[src/rtl/lane_serializer.sv]
// lane_serializer: captures a 4-lane word plus lane-enable mask and emits the
// enabled lanes one per beat, lowest lane first. out_sel drives the downstream
// mux4 select path and out_data is the stored lane picked by that select.
//
// Handshake: a transfer happens on a rising edge where valid and ready are both
// high. The producer holds valid and its payload until that edge. A ready value
// never depends on the valid of the same interface. out_data/out_sel/out_last
// stay stable while out_valid=1 and out_ready=0.
module lane_serializer #(
    parameter int WIDTH = 32
) (
    input  logic               clk,
    input  logic               rst_n,
    input  logic               in_valid,
    output logic               in_ready,
    input  logic [4*WIDTH-1:0] in_data,
    input  logic [3:0]         in_mask,
    output logic               out_valid,
    input  logic               out_ready,
    output logic [WIDTH-1:0]   out_data,
    output logic [1:0]         out_sel,
    output logic               out_last,
    output logic               busy
);

    localparam logic [0:0] IDLE = 1'b0;
    localparam logic [0:0] SEND = 1'b1;

    logic [0:0]       state;
    logic [WIDTH-1:0] lane [4];
    logic [3:0]       mask;
    logic [1:0]       sel;

    logic [3:0] above;      // lane positions strictly above sel
    logic [3:0] higher;     // enabled lanes still to be emitted after this beat
    logic [1:0] next_sel;
    logic       beat_acc;
    logic       capture;

    // Index of the lowest set bit; callers guarantee at least one bit is set.
    function automatic logic [1:0] lowest_set(input logic [3:0] m);
        if (m[0])      lowest_set = 2'd0;
        else if (m[1]) lowest_set = 2'd1;
        else if (m[2]) lowest_set = 2'd2;
        else           lowest_set = 2'd3;
    endfunction

    // Mask of lane positions above the current select.
    always_comb begin
        above = 4'b0000;
        case (sel)
            2'd0:    above = 4'b1110;
            2'd1:    above = 4'b1100;
            2'd2:    above = 4'b1000;
            default: above = 4'b0000;
        endcase
    end

    assign higher    = mask & above;
    assign next_sel  = lowest_set(higher);
    assign out_valid = (state == SEND);
    assign busy      = (state == SEND);
    assign out_sel   = sel;
    assign out_last  = (state == SEND) && (higher == 4'b0000);
    assign beat_acc  = out_valid && out_ready;
    // Ready while idle, or when the final beat leaves this cycle (back-to-back).
    assign in_ready  = (state == IDLE) || (beat_acc && out_last);
    assign capture   = in_valid && in_ready;

    // Per-bit mux4 of the stored lanes under the current select.
    always_comb begin
        out_data = '0;
        case (sel)
            2'd0:    out_data = lane[0];
            2'd1:    out_data = lane[1];
            2'd2:    out_data = lane[2];
            default: out_data = lane[3];
        endcase
    end

    // Lane storage: loaded only on capture, untouched while beats go out.
    always_ff @(posedge clk or negedge rst_n) begin
        if (!rst_n) begin
            for (int i = 0; i < 4; i++) lane[i] <= '0;
        end else if (capture) begin
            for (int i = 0; i < 4; i++) lane[i] <= in_data[i*WIDTH +: WIDTH];
        end
    end

    // Control FSM: capture starts a word (or drops an empty one), accepted
    // beats walk sel upward through the enabled lanes.
    always_ff @(posedge clk or negedge rst_n) begin
        if (!rst_n) begin
            state <= IDLE;
            mask  <= 4'b0000;
            sel   <= 2'd0;
        end else if (capture) begin
            mask <= in_mask;
            if (in_mask != 4'b0000) begin
                state <= SEND;
                sel   <= lowest_set(in_mask);
            end else begin
                state <= IDLE;
                sel   <= 2'd0;
            end
        end else if (beat_acc) begin
            if (out_last) state <= IDLE;
            else          sel   <= next_sel;
        end
    end

endmodule

[config.mk]
export PLATFORM = sky130hd
export DESIGN_NAME = lane_serializer
export DESIGN_NICKNAME = d
export VERILOG_FILES = /design/src/rtl/lane_serializer.sv
export SDC_FILE = /design/constraint.sdc
export NUM_CORES = 1
export LEC_CHECK = 0
export ABC_AREA = 0
export ABC_CLOCK_PERIOD_IN_PS = 1700
export BUFFER_PORTS_ARGS = -buffer_cell sky130_fd_sc_hd__buf_2
export CAP_MARGIN = 5
export CELL_PAD_IN_SITES_DETAIL_PLACEMENT = 1
export CELL_PAD_IN_SITES_GLOBAL_PLACEMENT = 2
export CORE_MARGIN = 5
export CORE_UTILIZATION = 33
export DETAILED_ROUTE_END_ITERATION = 6
export PLACE_DENSITY = 0.81
export SLEW_MARGIN = 10
export SYNTH_ARGS = -nofsm -noshare
export SYNTH_HDL_FRONTEND = slang
export SYNTH_SLANG_ARGS = --single-unit
export TNS_END_PERCENT = 50
[constraint.sdc]
create_clock -name clk -period 1.7 [get_ports clk]
set_input_delay 0.085 -clock clk [delete_from_list [all_inputs] [get_ports clk]]
set_output_delay 0.085 -clock clk [all_outputs]
set_load 0.03 [all_outputs]
# --- Yosys cells after proc, flatten, opt, wreduce, memory -nomap -nowiden ---
# Cells that the tools add are included.
totals:
  regBits: 135
  output_inout_bits: 38
  elab_cells: 40
classes:
  n_eq_ne: 3
  mux: 16
  bitwise: 2
  reduce_logical: 12
op_table:
  columns: ["operator", "count"]
  rows:
  - ["$pmux W32 S3", 1]
  - ["$mux W2", 8]
  - ["$pmux W4 S3", 1]
  - ["$mux W1", 6]
  - ["$and A4 B4 Y4", 1]
  - ["$logic_and A1 B1 Y1", 4]
  - ["$logic_not A4 Y1", 1]
  - ["$reduce_and A2 Y1", 2]
  - ["$reduce_bool A2 Y1", 2]
  - ["$reduce_bool A4 Y1", 1]
  - ["$eq A2 B1 Y1 const B", 1]
  - ["$eq A2 B2 Y1 const B", 1]
  - ["$logic_not A2 Y1", 1]
  - ["$ne A2 B1 Y1 const B", 1]
  - ["$logic_or A1 B1 Y1", 1]
  - ["$not A1 Y1", 1]

# --- Depth between registers and ports, before layout ---
# Gate-level depths: netlist of the first run.
depth:
  word_depth: 10
  ltp_mapped: 7
  depth_no_buf: 4

# --- Worst setup path after synthesis of the first run ---
# Ideal clock, no wire load.
synth_timing:
  path_type: "register to output"
  from: "reg sel[0] (netlist: out_sel[0])"
  to: "out out_last"
  arrival_ns: 1.846
  required_time_ns: 1.615
  setup_slack_ns: -0.231
  path_stages_with_launch: 5
  cell_sequence: "dfrtp_1 > buf_2 > buf_2 > a21oi_1 > nor3_1"
synth_via:
  elab_chain_len: 5
  word_cells_on_any_way: 7
synth_rtl:
  columns: ["element", "line_no", "rtl"]
  rows:
  - ["from (decl)", "32", "logic [1:0] sel;"]
  - ["from (signal assigned)", "101", "sel <= lowest_set(in_mask);"]
  - ["from (signal assigned)", "108", "else sel <= next_sel;"]
  - ["$eq A2 B2 Y1 (tied with other cells)", "51", "case (sel)"]
  - ["$pmux W4 S3 *", "51", null]
  - ["$and A4 B4 Y4 *", "59", "assign higher = mask & above;"]
  - ["$logic_not A4 Y1 *", "64", "assign out_last = (state == SEND) && (higher == 4'b0000);"]
  - ["$logic_and A1 B1 Y1 *", "64", null]
  - ["to (decl)", "22", "output logic out_last,"]
# Mark *: on every way between the ends. The rest lies on a longest branch, timed or not.

# --- Final worst setup path of the first run ---
layout_timing:
  from: "reg sel[0] (netlist: out_sel[0])"
  to: "reg lane[96] (netlist name)"
layout_via:
  elab_chain_len: 8
  word_cells_on_any_way: 10
layout_rtl:
  columns: ["element", "line_no", "rtl"]
  rows:
  - ["$eq A2 B2 Y1 (tied with other cells)", "51", null]
  - ["$pmux W4 S3 *", "51", null]
  - ["$and A4 B4 Y4 *", "59", null]
  - ["$logic_not A4 Y1 *", "64", null]
  - ["$logic_and A1 B1 Y1 *", "64", null]
  - ["$logic_and A1 B1 Y1 *", "67", "assign in_ready = (state == IDLE) || (beat_acc && out_last);"]
  - ["$logic_or A1 B1 Y1 *", "67", null]
  - ["$logic_and A1 B1 Y1 *", "68", "assign capture = in_valid && in_ready;"]
  - ["to (decl)", "30", "logic [WIDTH-1:0] lane [4];"]
# Marked as above.
# A chain may end at the register's enable or synchronous reset.

==> impl_metrics.ini, run 1 <==
[die]
start_util = 0.3359
core-area_sq_um = 18770
dieArea_sq_um = 21970
die_w_um = 148.2
io_pins = 174
num_rows = 50
die_y_um = 148.2

[yosys]
syn_area_sq_um = 6304
syn_inst = 350
syn_nets = 486
yosysUniqueCellTypes = 28
seq_area_frac_synth = 0.5320
synth_seq_cells = 134
avgSynthCellArea_sq_um = 18.01
yosysWarningCount = 0

[drt]
drt_iter0_drc = 102
wl_per_cell_um = 21.89
wl_mm = 21.11
drcViolationCount = 0
ant_nets = 0
vias = 4575
first_pass_iters = 4
avgViaCountPerCell = 4.746

[sta]
finClkSkew_ns = 0.01188
slew_headroom = 0.6634
finalCritPeriodShare = 1.144
worstMarginPinSlew_ns = 0.5049
fin_ws_ns = -0.2452
maxSlewViolCount = 0
max_freq_mhz = 514.1
finalSetupViolations = 165
finalHoldViolations = 0
timing.hold.ws_ns = 0.1708
min_period_ns = 1.945
rsz0062_at_grt = true

[final_layout]
fill_cells = 1774
multi_input_area_sq_um = 2869
layout_common_cells = buf_2 (138), dlygate4sd3_1 (135), dfrtp_1 (131), mux2_4 (120), buf_6 (40)
seq_area_sq_um = 3357
final_nets = 851
layout_commonest_cell = buf_2
fin_area_sq_um = 10450
syn_to_final_growth_pct = 65.84
layout-drive-gt1-share = 0.5997

[min_path]
hp-start = in_valid
hp-class = in -> reg
min_to = out_sel[1]$_DFFE_PN0P_
hold_depth = 3

[status]
violations = negative setup slack
outcome = complete, but fails checks

[clocking]
htree_levels = 4
cts_tree = built
clk_latency_ns = 0.42
cts_sinks = 134
ctsLongestPathBuffers = 2
cts_root_buf = clkbuf_16
cts_buffers = 17
clkTransAtPathRegs_ns = 0.06

[place]
placed_area_sq_um = 7720
hpwlAfterDp_mm = 12.01
place_congestion = 0.8025
port_buffers = 173

[critical_path]
crit_type = reg -> reg
endpoint_kind = register
crit_arrival_ns = 2.23
r2r_slack_ns = -0.25
cp_max_fo = 8
cp_data_required_time_ns = 1.99
rr_startpoint = out_sel[0]$_DFFE_PN0P_
startpoint_type = register
reg2reg_depth = 7
rr_endpoint = lane[96]$_DFFE_PN0P_

[pwr]
vdd_drop_max_mv = 1.159
finalPower_mw = 22.05
power_density_nw_per_um2 = 2110
p_leak_nw = 5.076

[global_route]
grt_usage = 0.1958
grt_pass1_wl_mm = 32.81
grt_pass1_vias = 5709
grt_max_degree = 51
antenna_found_initial = 3
overflow = 0

[job]
cap_violations = 0
registers in the layout (all words and copies together) (netlist names):
name	flops
lane	128
busy	1
mask	3
out_sel	2
area by class of cell:
type | instances | area share
Clock buffer | 20 | 0.04273
Clock inverter | 11 | 0.01221
Antenna cell | 3 | 0.0007181
Inverter | 4 | 0.001436
Tap cell | 234 | 0.02801
Timing Repair Buffer | 369 | 0.3193
Multi-Input combinational cell | 189 | 0.2744
Sequential cell | 134 | 0.3211
how the worst max path moves through the flow:
stage,end,slack (ns),startpoint
finish,lane[96]$_DFFE_PN0P_,-0.25,out_sel[0]$_DFFE_PN0P_
global route,lane[96]$_DFFE_PN0P_,-0.28,out_sel[0]$_DFFE_PN0P_
CTS,out_data[1],-0.26,out_sel[0]$_DFFE_PN0P_
detailed placement,lane[127]$_DFFE_PN0P_,-0.13,out_sel[1]$_DFFE_PN0P_
global placement,lane[127]$_DFFE_PN0P_,-0.07,out_sel[1]$_DFFE_PN0P_
floorplan,lane[12]$_DFFE_PN0P_,-0.09,out_sel[1]$_DFFE_PN0P_
cell usage after synthesis, drive strengths merged:
| library cell | n | area, sq um |
|---|---|---|
| and3 | 1 | 6.260 |
| o21ba | 1 | 16.27 |
| clkbuf | 3 | 11.26 |
| nor3 | 1 | 5.000 |
| o2111ai | 1 | 8.760 |
| nand2 | 4 | 17.52 |
| o41ai | 1 | 8.760 |
| nand3b | 1 | 7.510 |
| o21ai | 2 | 10.01 |
| dfrtp | 134 | 3353 |
| o221ai | 1 | 8.760 |
| nor2 | 2 | 7.510 |
| inv | 4 | 15.01 |
| mux4 | 32 | 720.7 |
| o311ai | 1 | 8.760 |
| nand2b | 3 | 18.77 |
| a211oi | 2 | 15.01 |
| a211o | 1 | 8.760 |
| buf | 20 | 201.4 |
| nand4 | 1 | 21.27 |
| o32a | 1 | 10.01 |
| a21oi | 2 | 10.01 |
| mux2 | 131 | 1813 |
timing repair:
item,4_1_cts,5_1_grt
hold endpoints to repair,180,0
gates resized for setup,114,8
buffers inserted,14,7
pin swaps,2,2
endpoints found under the setup margin,153,166
cloned,8,0
hold buffers,135,0
layer usage:
| layer | part of all wire | GRT usage | vias up |
|---|---|---|---|
| met5 | 0 | 0 | - |
| met4 | 0.025 | 0.07390 | 0 |
| met3 | 0.037 | 0.04266 | 34 |
| met2 | 0.55 | 0.3608 | 141 |
| met1 | 0.39 | 0.2214 | 2358 |
| li1 | - | - | 2042 |
critical path: stages, from the launching register on:
cell	delay (ns)
dfrtp_2	0.42
buf_4	0.16
a211o_1	0.33
nand4_4	0.18
buf_12	0.17
buf_12	0.12
buf_12	0.13
mux2_4	0.31
cell families (layout without fill, tap and decap cells):
group                  after synthesis  in the layout  synth area share
DFF                                134            134            0.5320
and+or+nand+nor                     13             13           0.01330
muxes                              163            163            0.4019
other                                0              3                 0
buffers and inverters               27            404           0.03612
AOI/OAI and AO/OA                   13             13           0.01667
per-stage QoR:
| step | utilization | setup slack (ns) | setup TNS (ns) | std cells |
|---|---|---|---|---|
| 2_1_floorplan | - | -0.09172 | -9.903 | 350 |
| 3_3_place_gp | 0.4113 | -0.07092 | -2.953 | 768 |
| 3_5_place_dp | 0.4113 | -0.1328 | -8.453 | 768 |
| 4_1_cts | 0.5543 | -0.2599 | -28.54 | 956 |
| 5_1_grt | 0.5570 | -0.2827 | -35.56 | 964 |
| 6_report | 0.5570 | -0.2452 | -28.61 | 964 |
where the power goes:
| part | switching, mW | internal [mW] |
|---|---|---|
| logic | 5.16 | 7.28 |
| clock network | 1.46 | 2.20 |
| registers | 1.09 | 4.87 |
(Power assumes the default switching activity.)
==> run 2: changes to the inputs <==
Settings changed: ABC_CLOCK_PERIOD_IN_PS 1700 to 2300, CORE_UTILIZATION 33 to 40, PLACE_DENSITY 0.81 to 0.91.
Clock period 1.7 ns to 2.3 ns, I/O delays scaled along.
==> impl_metrics.ini, run 2 (synthesis results as in run 1) <==
[status]
outcome = completed

[critical_path]
cp_max_fo = 67
path_buf_inv = 2
crit_family = flip-flops
crit_type = reg -> reg
crit_chain = inv_1 -> a211o_1 -> nand4_4 -> buf_12 -> mux2_2
startpoint_type = register
cpMaxStageDelayCell = dfrtp_1
rr_startpoint = busy$_DFFE_PN0P_
crit_arrival_ns = 2.39
rr_endpoint = lane[122]$_DFFE_PN0P_
r2r_slack_ns = 0.21
reg2reg_depth = 5
cp_data_required_time_ns = 2.61
endpoint_kind = register
cpPeakStageDelay_ns = 0.50

[drt]
ant_nets = 0
routed-wl-met2_mm = 10.37
m1WireLength_mm = 7.566
wl_met3_um = 896
drcViolationCount = 0
wl_per_cell_um = 21.73
first_pass_iters = 4
top_layer_used = met4
wl_mm = 19.25
drt_iter0_drc = 195
avgViaCountPerCell = 4.871
vias = 4316

[clocking]
cts_sinks = 134
ctsLongestPathBuffers = 2
cts_buffers = 17
cts_resized = 0
htree_levels = 4
cts_root_buf = clkbuf_16
clkTransAtPathRegs_ns = 0.06
clk_latency_ns = 0.43
cts_tree = built

[final_layout]
layout_common_cells = buf_2 (172), dlygate4sd3_1 (135), dfrtp_1 (132), mux2_4 (90), mux2_2 (41)
layout_commonest_cell = buf_2
regMostFlops = lane
fill_cells = 1500
layout-drive-gt1-share = 0.5632
seq_area_sq_um = 3356
largest_register_ffs = 128
multi_input_area_sq_um = 2723
syn_to_final_growth_pct = 46.86
final_nets = 796

[pwr]
vdd_drop_max_mv = 0.8504
p_leak_nw = 4.436
power_density_nw_per_um2 = 1496

[global_route]
overflow = 0
grt_usage = 0.2177
antenna_found_initial = 2
grt_pass1_wl_mm = 29.97
grt_max_degree = 80
grt_pass1_vias = 5185

[sta]
worstMarginPinSlew_ns = 0.6108
timing.hold.ws_ns = 0.1266
max_freq_mhz = 479.4
finClkSkew_ns = 0.009017
slew_headroom = 0.5928
rsz0062_at_grt = false
min_period_ns = 2.086
finalSetupViolations = 0
maxSlewViolCount = 0
finalHoldViolations = 0
fin_setup_tns_ns = 0
finalCritPeriodShare = 0.9070

[place]
port_buffers = 173
place_congestion = 0.7821
hpwlAfterDp_mm = 10.51

[die]
core-area_sq_um = 15310
die_w_um = 135.5
io_pins = 174
start_util = 0.4116
die_y_um = 135.5
dieArea_sq_um = 18370
num_rows = 45

[min_path]
hp-class = in -> async

[job]
cap_violations = 0
==> run 2: cell types whose count changed in the layout (fill, tap and decap cells not counted), sizes merged <==
cell    change
clkinv      +1
buf        -55
clkbuf      -3
inv         +3
diode       -1
==> run 2: stage by stage <==
stage	setup WS, ns	area, sq um	std cells	util	total power [mW]
after floorplan	0.3386	6304	350	-	9.357
after global placement	0.3356	7325	717	0.4783	10.54
after detailed placement	0.2682	7325	717	0.4783	10.83
after CTS	0.1984	9253	884	0.6042	13.80
after global routing	0.1421	9258	886	0.6045	14.49
final	0.2139	9258	886	0.6045	13.85
==> run 2: final cells by class <==
| type | count | area share |
|---|---|---|
| multi-input combinational | 189 | 0.2941 |
| clock buffer | 17 | 0.04595 |
| antenna | 2 | 0.0005406 |
| timing repair buffer | 314 | 0.2504 |
| clock inverter | 15 | 0.01635 |
| tap | 211 | 0.02852 |
| inverter | 4 | 0.001622 |
| sequential | 134 | 0.3625 |
==> run 2: timing repair <==
item / CTS / global route
endpoints found under the hold margin: 267 / 0
hold buffers: 135 / 0
setup buffers: 0 / 0
==> run 2: worst max-delay path by stage <==
stage	startpoint	endpoint	slack (ns)	cells after the start
after floorplan	out_sel[0]$_DFFE_PN0P_	out_last	0.34	4
after global placement	out_sel[1]$_DFFE_PN0P_	lane[125]$_DFFE_PN0P_	0.34	5
after detailed placement	out_sel[1]$_DFFE_PN0P_	lane[100]$_DFFE_PN0P_	0.27	5
after CTS	out_sel[1]$_DFFE_PN0P_	out_data[28]	0.20	3
after global routing	busy$_DFFE_PN0P_	lane[122]$_DFFE_PN0P_	0.14	5
final	busy$_DFFE_PN0P_	lane[122]$_DFFE_PN0P_	0.21	5
==> run 2: power breakdown <==
group	total, mW	internal [mW]	switching, mW
logic	6.81	3.51	3.31
clock network	2.68	1.60	1.08
registers	4.36	3.59	0.766
total	13.8	8.69	5.15
==> run 2: worst register-to-register path, cell delays in order (launching register included) <==
cell	delay, ns
dfrtp_1	0.50
inv_1	0.12
a211o_1	0.32
nand4_4	0.16
buf_12	0.39
mux2_2	0.48
==> run 2: metal layers <==
metal	vias to the layer above	track usage
met5	-	0
met4	0	0.08455
met3	28	0.04383
met2	136	0.3963
met1	2223	0.2512
li1	1929	-
